$ cat src/rtl/tpu_sa_core.sv
// rtl/tpu_sa_core.sv - output-stationary PxP systolic matmul engine; TPU_SIGNED_EN selects signed operands
module tpu_sa_core #(
    parameter int P      = 4,
    parameter int DATA_W = 8,
    parameter int ACC_W  = 32,
    parameter int DIM_W  = 8,
    parameter int IDX_W  = 16
) (
    input  logic                  clk,
    input  logic                  rst_n,
    input  logic                  in_valid,
    input  logic [DIM_W-1:0]      K,
    input  logic [DIM_W-1:0]      M,
    input  logic [DIM_W-1:0]      N,
    output logic                  busy,
    output logic                  A_wr_en,
    output logic                  B_wr_en,
    output logic [IDX_W-1:0]      A_index,
    output logic [IDX_W-1:0]      B_index,
    output logic [P*DATA_W-1:0]   A_data_in,
    output logic [P*DATA_W-1:0]   B_data_in,
    input  logic [P*DATA_W-1:0]   A_data_out,
    input  logic [P*DATA_W-1:0]   B_data_out,
    output logic                  C_wr_en,
    output logic [IDX_W-1:0]      C_index,
    output logic [P*ACC_W-1:0]    C_data_in,
    input  logic [P*ACC_W-1:0]    C_data_out
);
    localparam int CW = DIM_W + 6;
    localparam int RW = $clog2(P);

    typedef enum logic [2:0] {S_IDLE, S_FEED, S_DRAIN, S_WRITE, S_DONE} state_t;

    state_t            state;
    logic [DIM_W-1:0]  k_r, m_r, n_r;
    logic [CW-1:0]     cnt, row_base, col_base;
    logic [IDX_W-1:0]  a_base, b_base, cm_base;
    logic              rd_valid;

    logic [DATA_W-1:0]   a_sh [P][2*P-1];
    logic [DATA_W-1:0]   b_sh [P][2*P-1];
    logic [2*DATA_W-1:0] raw  [P][P];
    logic [ACC_W-1:0]    prod [P][P];
    logic [ACC_W-1:0]    acc  [P][P];

    logic [CW-1:0]     m_ext, n_ext, row_next, rem, rv_last;
    logic              last_row, last_col, clr;
    logic [IDX_W-1:0]  n_a_base, n_b_base, n_cm_base, c_idx_next;
    logic [RW-1:0]     ld_row;
    logic [P*ACC_W-1:0] wr_word;
    logic              unused_c;

    assign A_wr_en   = 1'b0;
    assign B_wr_en   = 1'b0;
    assign A_data_in = '0;
    assign B_data_in = '0;
    assign unused_c  = ^C_data_out;

    assign m_ext     = CW'(m_r);
    assign n_ext     = CW'(n_r);
    assign row_next  = row_base + CW'(P);
    assign last_row  = row_next >= m_ext;
    assign last_col  = (col_base + CW'(P)) >= n_ext;
    assign rem       = m_ext - row_base;
    assign rv_last   = (rem >= CW'(P)) ? CW'(P - 1) : rem - CW'(1);
    assign n_a_base  = last_row ? '0 : a_base + IDX_W'(k_r);
    assign n_b_base  = last_row ? b_base + IDX_W'(k_r) : b_base;
    assign n_cm_base = last_row ? cm_base + IDX_W'(m_r) : cm_base;
    assign clr       = (state == S_FEED) && (cnt == '0);

    // Output registers load one row ahead: row 0 in the last DRAIN cycle, row r+1 during write r
    assign ld_row     = (state == S_WRITE) ? RW'(cnt + CW'(1)) : '0;
    assign c_idx_next = cm_base + IDX_W'(row_base) + IDX_W'(ld_row);

    always_comb begin
        wr_word = '0;
        for (int j = 0; j < P; j++) begin
            if ((col_base + CW'(j)) < n_ext)
                wr_word[(P-1-j)*ACC_W +: ACC_W] = acc[ld_row][j];
        end
    end

    always_comb begin
        for (int i = 0; i < P; i++) begin
            for (int j = 0; j < P; j++) begin
`ifdef TPU_SIGNED_EN
                raw[i][j]  = {{DATA_W{a_sh[i][i+j][DATA_W-1]}}, a_sh[i][i+j]}
                           * {{DATA_W{b_sh[j][i+j][DATA_W-1]}}, b_sh[j][i+j]};
                prod[i][j] = ACC_W'($signed(raw[i][j]));
`else
                raw[i][j]  = {{DATA_W{1'b0}}, a_sh[i][i+j]} * {{DATA_W{1'b0}}, b_sh[j][i+j]};
                prod[i][j] = ACC_W'(raw[i][j]);
`endif
            end
        end
    end

    // Skew and systolic shift share one chain per lane: PE(i,j) taps stage i+j
    always_ff @(posedge clk or negedge rst_n) begin
        if (!rst_n) begin
            rd_valid <= 1'b0;
            for (int i = 0; i < P; i++) begin
                for (int s = 0; s < 2*P-1; s++) begin
                    a_sh[i][s] <= '0;
                    b_sh[i][s] <= '0;
                end
                for (int j = 0; j < P; j++)
                    acc[i][j] <= '0;
            end
        end else begin
            rd_valid <= (state == S_FEED);
            for (int i = 0; i < P; i++) begin
                a_sh[i][0] <= rd_valid ? A_data_out[(P-1-i)*DATA_W +: DATA_W] : '0;
                b_sh[i][0] <= rd_valid ? B_data_out[(P-1-i)*DATA_W +: DATA_W] : '0;
                for (int s = 1; s < 2*P-1; s++) begin
                    a_sh[i][s] <= a_sh[i][s-1];
                    b_sh[i][s] <= b_sh[i][s-1];
                end
                for (int j = 0; j < P; j++)
                    acc[i][j] <= clr ? '0 : acc[i][j] + prod[i][j];
            end
        end
    end

    always_ff @(posedge clk or negedge rst_n) begin
        if (!rst_n) begin
            state     <= S_IDLE;
            busy      <= 1'b0;
            k_r       <= '0;
            m_r       <= '0;
            n_r       <= '0;
            cnt       <= '0;
            row_base  <= '0;
            col_base  <= '0;
            a_base    <= '0;
            b_base    <= '0;
            cm_base   <= '0;
            A_index   <= '0;
            B_index   <= '0;
            C_wr_en   <= 1'b0;
            C_index   <= '0;
            C_data_in <= '0;
        end else begin
            case (state)
                S_IDLE: begin
                    if (in_valid) begin
                        k_r      <= K;
                        m_r      <= M;
                        n_r      <= N;
                        cnt      <= '0;
                        row_base <= '0;
                        col_base <= '0;
                        a_base   <= '0;
                        b_base   <= '0;
                        cm_base  <= '0;
                        busy     <= 1'b1;
                        if (K == '0 || M == '0 || N == '0) begin
                            state <= S_DONE;
                        end else begin
                            state   <= S_FEED;
                            A_index <= '0;
                            B_index <= '0;
                        end
                    end
                end
                S_FEED: begin
                    if (cnt == CW'(k_r) - CW'(1)) begin
                        state <= S_DRAIN;
                        cnt   <= '0;
                    end else begin
                        cnt     <= cnt + CW'(1);
                        A_index <= a_base + IDX_W'(cnt + CW'(1));
                        B_index <= b_base + IDX_W'(cnt + CW'(1));
                    end
                end
                S_DRAIN: begin
                    if (cnt == CW'(2*P - 1)) begin
                        state     <= S_WRITE;
                        cnt       <= '0;
                        C_wr_en   <= 1'b1;
                        C_index   <= c_idx_next;
                        C_data_in <= wr_word;
                    end else begin
                        cnt <= cnt + CW'(1);
                    end
                end
                S_WRITE: begin
                    if (cnt == rv_last) begin
                        C_wr_en <= 1'b0;
                        cnt     <= '0;
                        if (last_row && last_col) begin
                            state <= S_DONE;
                        end else begin
                            state    <= S_FEED;
                            row_base <= last_row ? '0 : row_next;
                            col_base <= last_row ? col_base + CW'(P) : col_base;
                            a_base   <= n_a_base;
                            b_base   <= n_b_base;
                            cm_base  <= n_cm_base;
                            A_index  <= n_a_base;
                            B_index  <= n_b_base;
                        end
                    end else begin
                        cnt       <= cnt + CW'(1);
                        C_index   <= c_idx_next;
                        C_data_in <= wr_word;
                    end
                end
                S_DONE: begin
                    state <= S_IDLE;
                    busy  <= 1'b0;
                end
                default: state <= S_IDLE;
            endcase
        end
    end
endmodule

$ cat config.mk
export PLATFORM = sky130hd
export DESIGN_NAME = tpu_sa_core
export DESIGN_NICKNAME = d
export VERILOG_FILES = /design/src/rtl/tpu_sa_core.sv
export SDC_FILE = /design/constraint.sdc
export NUM_CORES = 2
export LEC_CHECK = 0
export CAP_MARGIN = 10
export CORE_MARGIN = 2
export CORE_UTILIZATION = 25
export CTS_BUF_LIST = sky130_fd_sc_hd__clkbuf_2
export CTS_CLUSTER_SIZE = 12
export DETAILED_ROUTE_END_ITERATION = 10
export PLACE_DENSITY = 0.42
export SLEW_MARGIN = 10
export SYNTH_ARGS = -nofsm -noshare
export SYNTH_HDL_FRONTEND = slang
export SYNTH_SLANG_ARGS = --single-unit
$ cat constraint.sdc
create_clock -name clk -period 5.6 [get_ports clk]
set_input_delay 1.12 -clock clk [delete_from_list [all_inputs] [get_ports clk]]
set_output_delay 1.12 -clock clk [all_outputs]
set_load 0.01 [all_outputs]
### Yosys cells after proc, flatten, opt, wreduce, memory -nomap -nowiden

Cells that the tools add are included.

* bits in registers: 1160
* output and inout bits: 244
* word-level logic and storage cells: 257
* bits of input ports: 219

* add/sub/neg operators: 33
* eq/ne operators: 16
* order comparisons: 8
* mux-type cells: 83
* $mul: 16
* reduce and logical (&&, ||, !) cells: 23
* bitwise logic cells: 1

Operators with widths (number)
* $mux W32: 20
* $add A32 B16 Y32: 16
* $mux W128: 4
* $bmux W128 S2: 1
* $mul A8 B8 Y16: 16
* $mux W16: 16
* $pmux W128 S2: 1
* $mux W14: 11
* $pmux W16 S2: 4
* $pmux W16 S3: 2
* $mux W8: 8
* $lt A14 B8 Y1: 4
* $pmux W14 S2: 2
* $pmux W14 S4: 1
* $add A16 B8 Y16: 3
* $add A14 B1 Y14 const B: 2
* $add A14 B2 Y14 const B: 2
* $add A14 B3 Y14 const B: 2
* $eq A14 B14 Y1: 2
* $ge A14 B8 Y1: 2
* $logic_not A8 Y1: 3
* $mux W3: 6
* $add A16 B14 Y16: 1
* $add A16 B15 Y16: 1
* other kinds (31): 50

### Longest topological paths before layout

* depth after elaboration: 9
* depth in mapped cells: 22
* depth with buffers taken out: 20

### Least setup slack after synthesis

OpenSTA, ideal clock, no wires.

* path kind: register to register
* from: reg b_sh[144] (netlist name)
* to: reg acc[339] (netlist name)
* buffers on the path: 2
* stages on the path, launching flop included: 23
* clock period less this slack: 5.246 ns
* required time: 5.468 ns
* data arrival time: 5.114 ns
* path slack: 0.354 ns
* library setup time: 0.132 ns
* path through: dfrtp_1 clkbuf_1 nand2_1 fa_1 inv_1 ha_1 ha_1 inv_1 fa_1 inv_1 ha_1 fa_1 a21o_1 a21oi_1 nor2b_1 o21a_1 o41ai_1 o21ai_0 o41a_1 a21boi_0 clkbuf_1 xor2_1 nor2_1

* cells in the longest elaborated chain, start to end: 3

RTL lines
* from (decl): RTL line 41 `logic [DATA_W-1:0] b_sh [P][2*P-1];`
* from (signal, indexed assignment): RTL line 114 `b_sh[i][0] <= rd_valid ? B_data_out[(P-1-i)*DATA_W +: DATA_W] : '0;`
* from (signal, indexed assignment): RTL line 117 `b_sh[i][s] <= b_sh[i][s-1];`
* $mul A8 B8 Y16: RTL line 91 `raw[i][j] = {{DATA_W{1'b0}}, a_sh[i][i+j]} * {{DATA_W{1'b0}}, b_sh[j][i+j]};`
* $add A32 B16 Y32: RTL line 120 `acc[i][j] <= clr ? '0 : acc[i][j] + prod[i][j];`
* $mux W32: RTL line 120
* to (signal, indexed assignment): RTL line 120
* to (decl): RTL line 44 `logic [ACC_W-1:0] acc [P][P];`

No other way between the ends.
A chain may end at the register's enable or synchronous reset.

### Worst setup path after layout

* from: reg a_sh[202] (netlist name)
* to: reg acc[434] (netlist name)

* cells in the longest elaborated chain, start to end: 3

RTL lines
* from (decl): RTL line 40 `logic [DATA_W-1:0] a_sh [P][2*P-1];`
* from (signal, indexed assignment): RTL line 113 `a_sh[i][0] <= rd_valid ? A_data_out[(P-1-i)*DATA_W +: DATA_W] : '0;`
* from (signal, indexed assignment): RTL line 116 `a_sh[i][s] <= a_sh[i][s-1];`
* $mul A8 B8 Y16: RTL line 91
* $add A32 B16 Y32: RTL line 120
* $mux W32: RTL line 120

No other way between the ends.

==> impl_metrics.ini <==
[run_status]
status = completed

[timing]
setup_ws_ns = 0.214
setup_viol = 0
worstMarginPinSlew_ns = 1.28
slew_viol_final = 0
clock.fmax_mhz = 186
min_period_over_period_pct = 96.2
fin_skew_ns = 0.210
tns_ns = 0
period_needed_ns = 5.39
slew_headroom_pct = 14.7
hold_viol = 0

[synthesis]
synth_seq_area_share_pct = 31.5
yosys.area.top_type_share_pct = 31.5
synth.area.top_cells = dfrtp_1 31%, fa_1 18%, ha_1 11%
synthSimpleGateAreaFrac_pct = 15.7
synth_fa_ha_area_share_pct = 28.2
synth_edf_count = 0
synth_area_mm2 = 0.0919
synth_xor_area_share_pct = 3.93
synth.avg_cell_area_um2 = 9.51
synth_mux_area_share_pct = 1.44
synth_compound_area_share_pct = 10.7
async_flop_share_pct = 100
ys.flop_type = dfrtp_1
ys_types = 90
synth_top_family_by_area = adder cells
synth.most_common_cell = inv_1
ys_top_cells_by_count = 1668 x inv_1, 1156 x dfrtp_1, 925 x nand2_1
yosysWarnings = 0
yosys.area.top_type = dfrtp_1
syn_inst = 9660
synth-seq-cells = 1156

[cells_and_area]
area_delta_synth_final_pct = 14.9
fin_area_mm2 = 0.106
regArea_mm2 = 0.0290
drive_above_1_share_pct = 9.17
fin_nets = 12100
final_cells = 15400
multi_input_area_mm2 = 0.0555
fill_cells = 38800

[setup_path]
crit_type = register to register
r2r_slack_ns = 0.21
cp-startpoint = a_sh[202]$_DFF_PN0_
rr_startpoint = a_sh[202]$_DFF_PN0_
cp-start-kind = register
rr_worst_depth = 20
critPathArrivalTime_ns = 6.99
path_max_fanout = 9
cp-end-kind = register
worstPathRequired_ns = 7.20
endpoint = acc[434]$_DFF_PN0_
reg2reg_to = acc[434]$_DFF_PN0_

[floorplan]
initial_core_util_pct = 25.1
coreArea_mm2 = 0.366
rows = 222
die_x_um = 610
dieArea_mm2 = 0.372
fp.dieH_um = 610
pin_count = 463

[clock_network]
h-tree-depth = 5
cts_sinks = 1156
cts_tree = done
ctsLongestPathBuffers = 4
cts_buffers = 351
clkSlewWorstSetupHoldPaths_ns = 0.12
clock_latency_ns = 1.84
cts-root-buf = clkbuf_2

[routing]
postRouteAntennaNets = 0
drt_iter0_markers = 3502
num_vias = 68800
viasPerCell = 4.47
wl_met2_um = 146000
routed-wl-met3_um = 10100
dr.pass1.iters = 6
routed_wl_um = 287000
drt-wirelength-per-cell_um = 18.6
top_layer = met5
met1Wirelength_um = 120000
drc = 0

[power]
p_leak_nw = 52.9
switching_share_pct = 28.8
power_frac_seq_pct = 53.9
switching_power_mw = 4.46
power.density_mw_per_mm2 = 146
p_int_mw = 11.0
peakVddDrop_v = 0.000231
pwr-share-comb_pct = 2.3
fin_total_pwr_mw = 15.5
power.share.clock_pct = 43.8

[global_routing]
grt_pass1_vias = 74100
gr-total-overflow = 0
grt_antenna_before_repair = 17
grt_max_degree = 136
grt.total_usage_pct = 15.4
grt_pass1_wl_um = 446000

[placement]
dpl_worst_slack_ns = -0.0895
globalplace.congestion = 0.832
dpl.cell_count = 14700
dp_hpwl_um = 221000
port_buffers = 268
placed_cell_area_mm2 = 0.101

[min_path]
worstHoldPathType = register to register

[flow_run]
cap_violations = 0
state kept, by name, summed over array words and instances (netlist names), 3 cells and up:
| name | flops |
|---|---|
| a_sh | 176 |
| n_r | 8 |
| a_base | 16 |
| cnt | 14 |
| k_r | 8 |
| B_index | 16 |
| cm_base | 16 |
| m_r | 8 |
| acc | 512 |
| b_base | 16 |
| C_index | 16 |
| C_data_in | 128 |
| col_base | 12 |
| state | 3 |
| A_index | 16 |
| row_base | 12 |
| b_sh | 176 |
power by group through the flow:
stage	sequential, mW	combinational, mW	clock (mW)
finish	8.34	0.354	6.77
global route	8.34	0.404	7.57
CTS	8.34	0.378	7.19
detailed placement	8.51	0.321	0
global placement	8.51	0.316	0
floorplan	8.51	0.0548	0
worst max-delay path, stage by stage (launching register included):
cell	delay, ns
dfrtp_2	0.51
and2_1	0.20
fa_1	0.51
inv_1	0.06
fa_1	0.53
inv_1	0.06
fa_1	0.53
inv_1	0.06
fa_1	0.53
inv_1	0.04
ha_1	0.32
o21ai_0	0.09
nand2b_1	0.07
o31a_1	0.12
a41o_1	0.30
o311a_1	0.33
o31ai_1	0.26
buf_4	0.27
nand2_1	0.10
xnor2_1	0.17
nor2_1	0.05
metal layers:
metal	global-route usage (%)	vias to the layer above
met5	0	-
met4	5.29	2
met3	1.89	443
met2	28.0	1213
met1	18.8	34500
li1	-	32700
layout make-up:
| cell class | instances | area share, % |
|---|---|---|
| diodes | 13 | 0.0308 |
| clock buffers | 498 | 2.36 |
| clock inverters | 113 | 0.546 |
| inverters | 1670 | 5.94 |
| multi-input cells | 6549 | 52.6 |
| flip-flops and latches | 1156 | 27.5 |
| well taps | 4816 | 5.71 |
| repair buffers | 603 | 5.35 |
cells by family after synthesis:
| group | count (synthesis) |
|---|---|
| other | 2 |
| buffers and inverters | 2021 |
| and+or+nand+nor | 2918 |
| adders and majority gates | 1585 |
| muxes | 127 |
| DFF | 1156 |
| AOI/OAI and AO/OA | 1439 |
| xor gates and xnor gates | 412 |
how the worst min path moves through the flow:
stage                         from                   to  depth (start not counted)
6_report       a_sh[110]$_DFF_PN0_  a_sh[102]$_DFF_PN0_                          0
5_1_grt             B_data_out[15]  b_sh[111]$_DFF_PN0_                          2
4_1_cts             B_data_out[15]  b_sh[111]$_DFF_PN0_                          2
2_1_floorplan  a_sh[108]$_DFF_PN0_  a_sh[100]$_DFF_PN0_                          0
3_3_place_gp    a_sh[46]$_DFF_PN0_   a_sh[38]$_DFF_PN0_                          0
3_5_place_dp   a_sh[162]$_DFF_PN0_  a_sh[154]$_DFF_PN0_                          0
cell usage in the layout (no fill, tap or decap), types with 42 or more instances in the layout:
| master | n |
|---|---|
| and3_1 | 116 |
| nor3_1 | 94 |
| xnor2_1 | 249 |
| and2_1 | 803 |
| o21ai_0 | 251 |
| inv_1 | 1667 |
| clkdlybuf4s50_1 | 267 |
| fa_1 | 806 |
| dlygate4sd3_1 | 90 |
| mux2i_1 | 85 |
| o22ai_1 | 71 |
| a32o_1 | 72 |
| mux2_2 | 42 |
| dfrtp_2 | 56 |
| o211ai_1 | 91 |
| o21bai_1 | 44 |
| buf_4 | 227 |
| clkinv_1 | 70 |
| a21o_1 | 142 |
| nand3_1 | 193 |
| a22o_1 | 60 |
| o31ai_1 | 58 |
| a21oi_1 | 307 |
| conb_1 | 68 |
| or3_1 | 75 |
| nor2_1 | 509 |
| dfrtp_1 | 1100 |
| xor2_1 | 163 |
| nand2b_1 | 43 |
| clkbuf_2 | 498 |
| ha_1 | 778 |
| a211oi_1 | 59 |
| nand2_1 | 923 |
what timing repair did:
item,CTS,global route
pin swaps,0,4
resized for setup,9,85
buffers inserted,0,8
cloned,0,1
hold buffers,91,0
endpoints found under the setup margin,15,128
hold endpoints to repair,1164,0
per-stage QoR:
stage	utilization, %	hold slack, ns
floorplan	-	0.331
global placement	27.7	0.334
detailed placement	27.7	0.335
CTS	28.8	0.0270
global route	28.9	0.121
finish	28.9	0.319
Power figures use the tool's default switching activity.
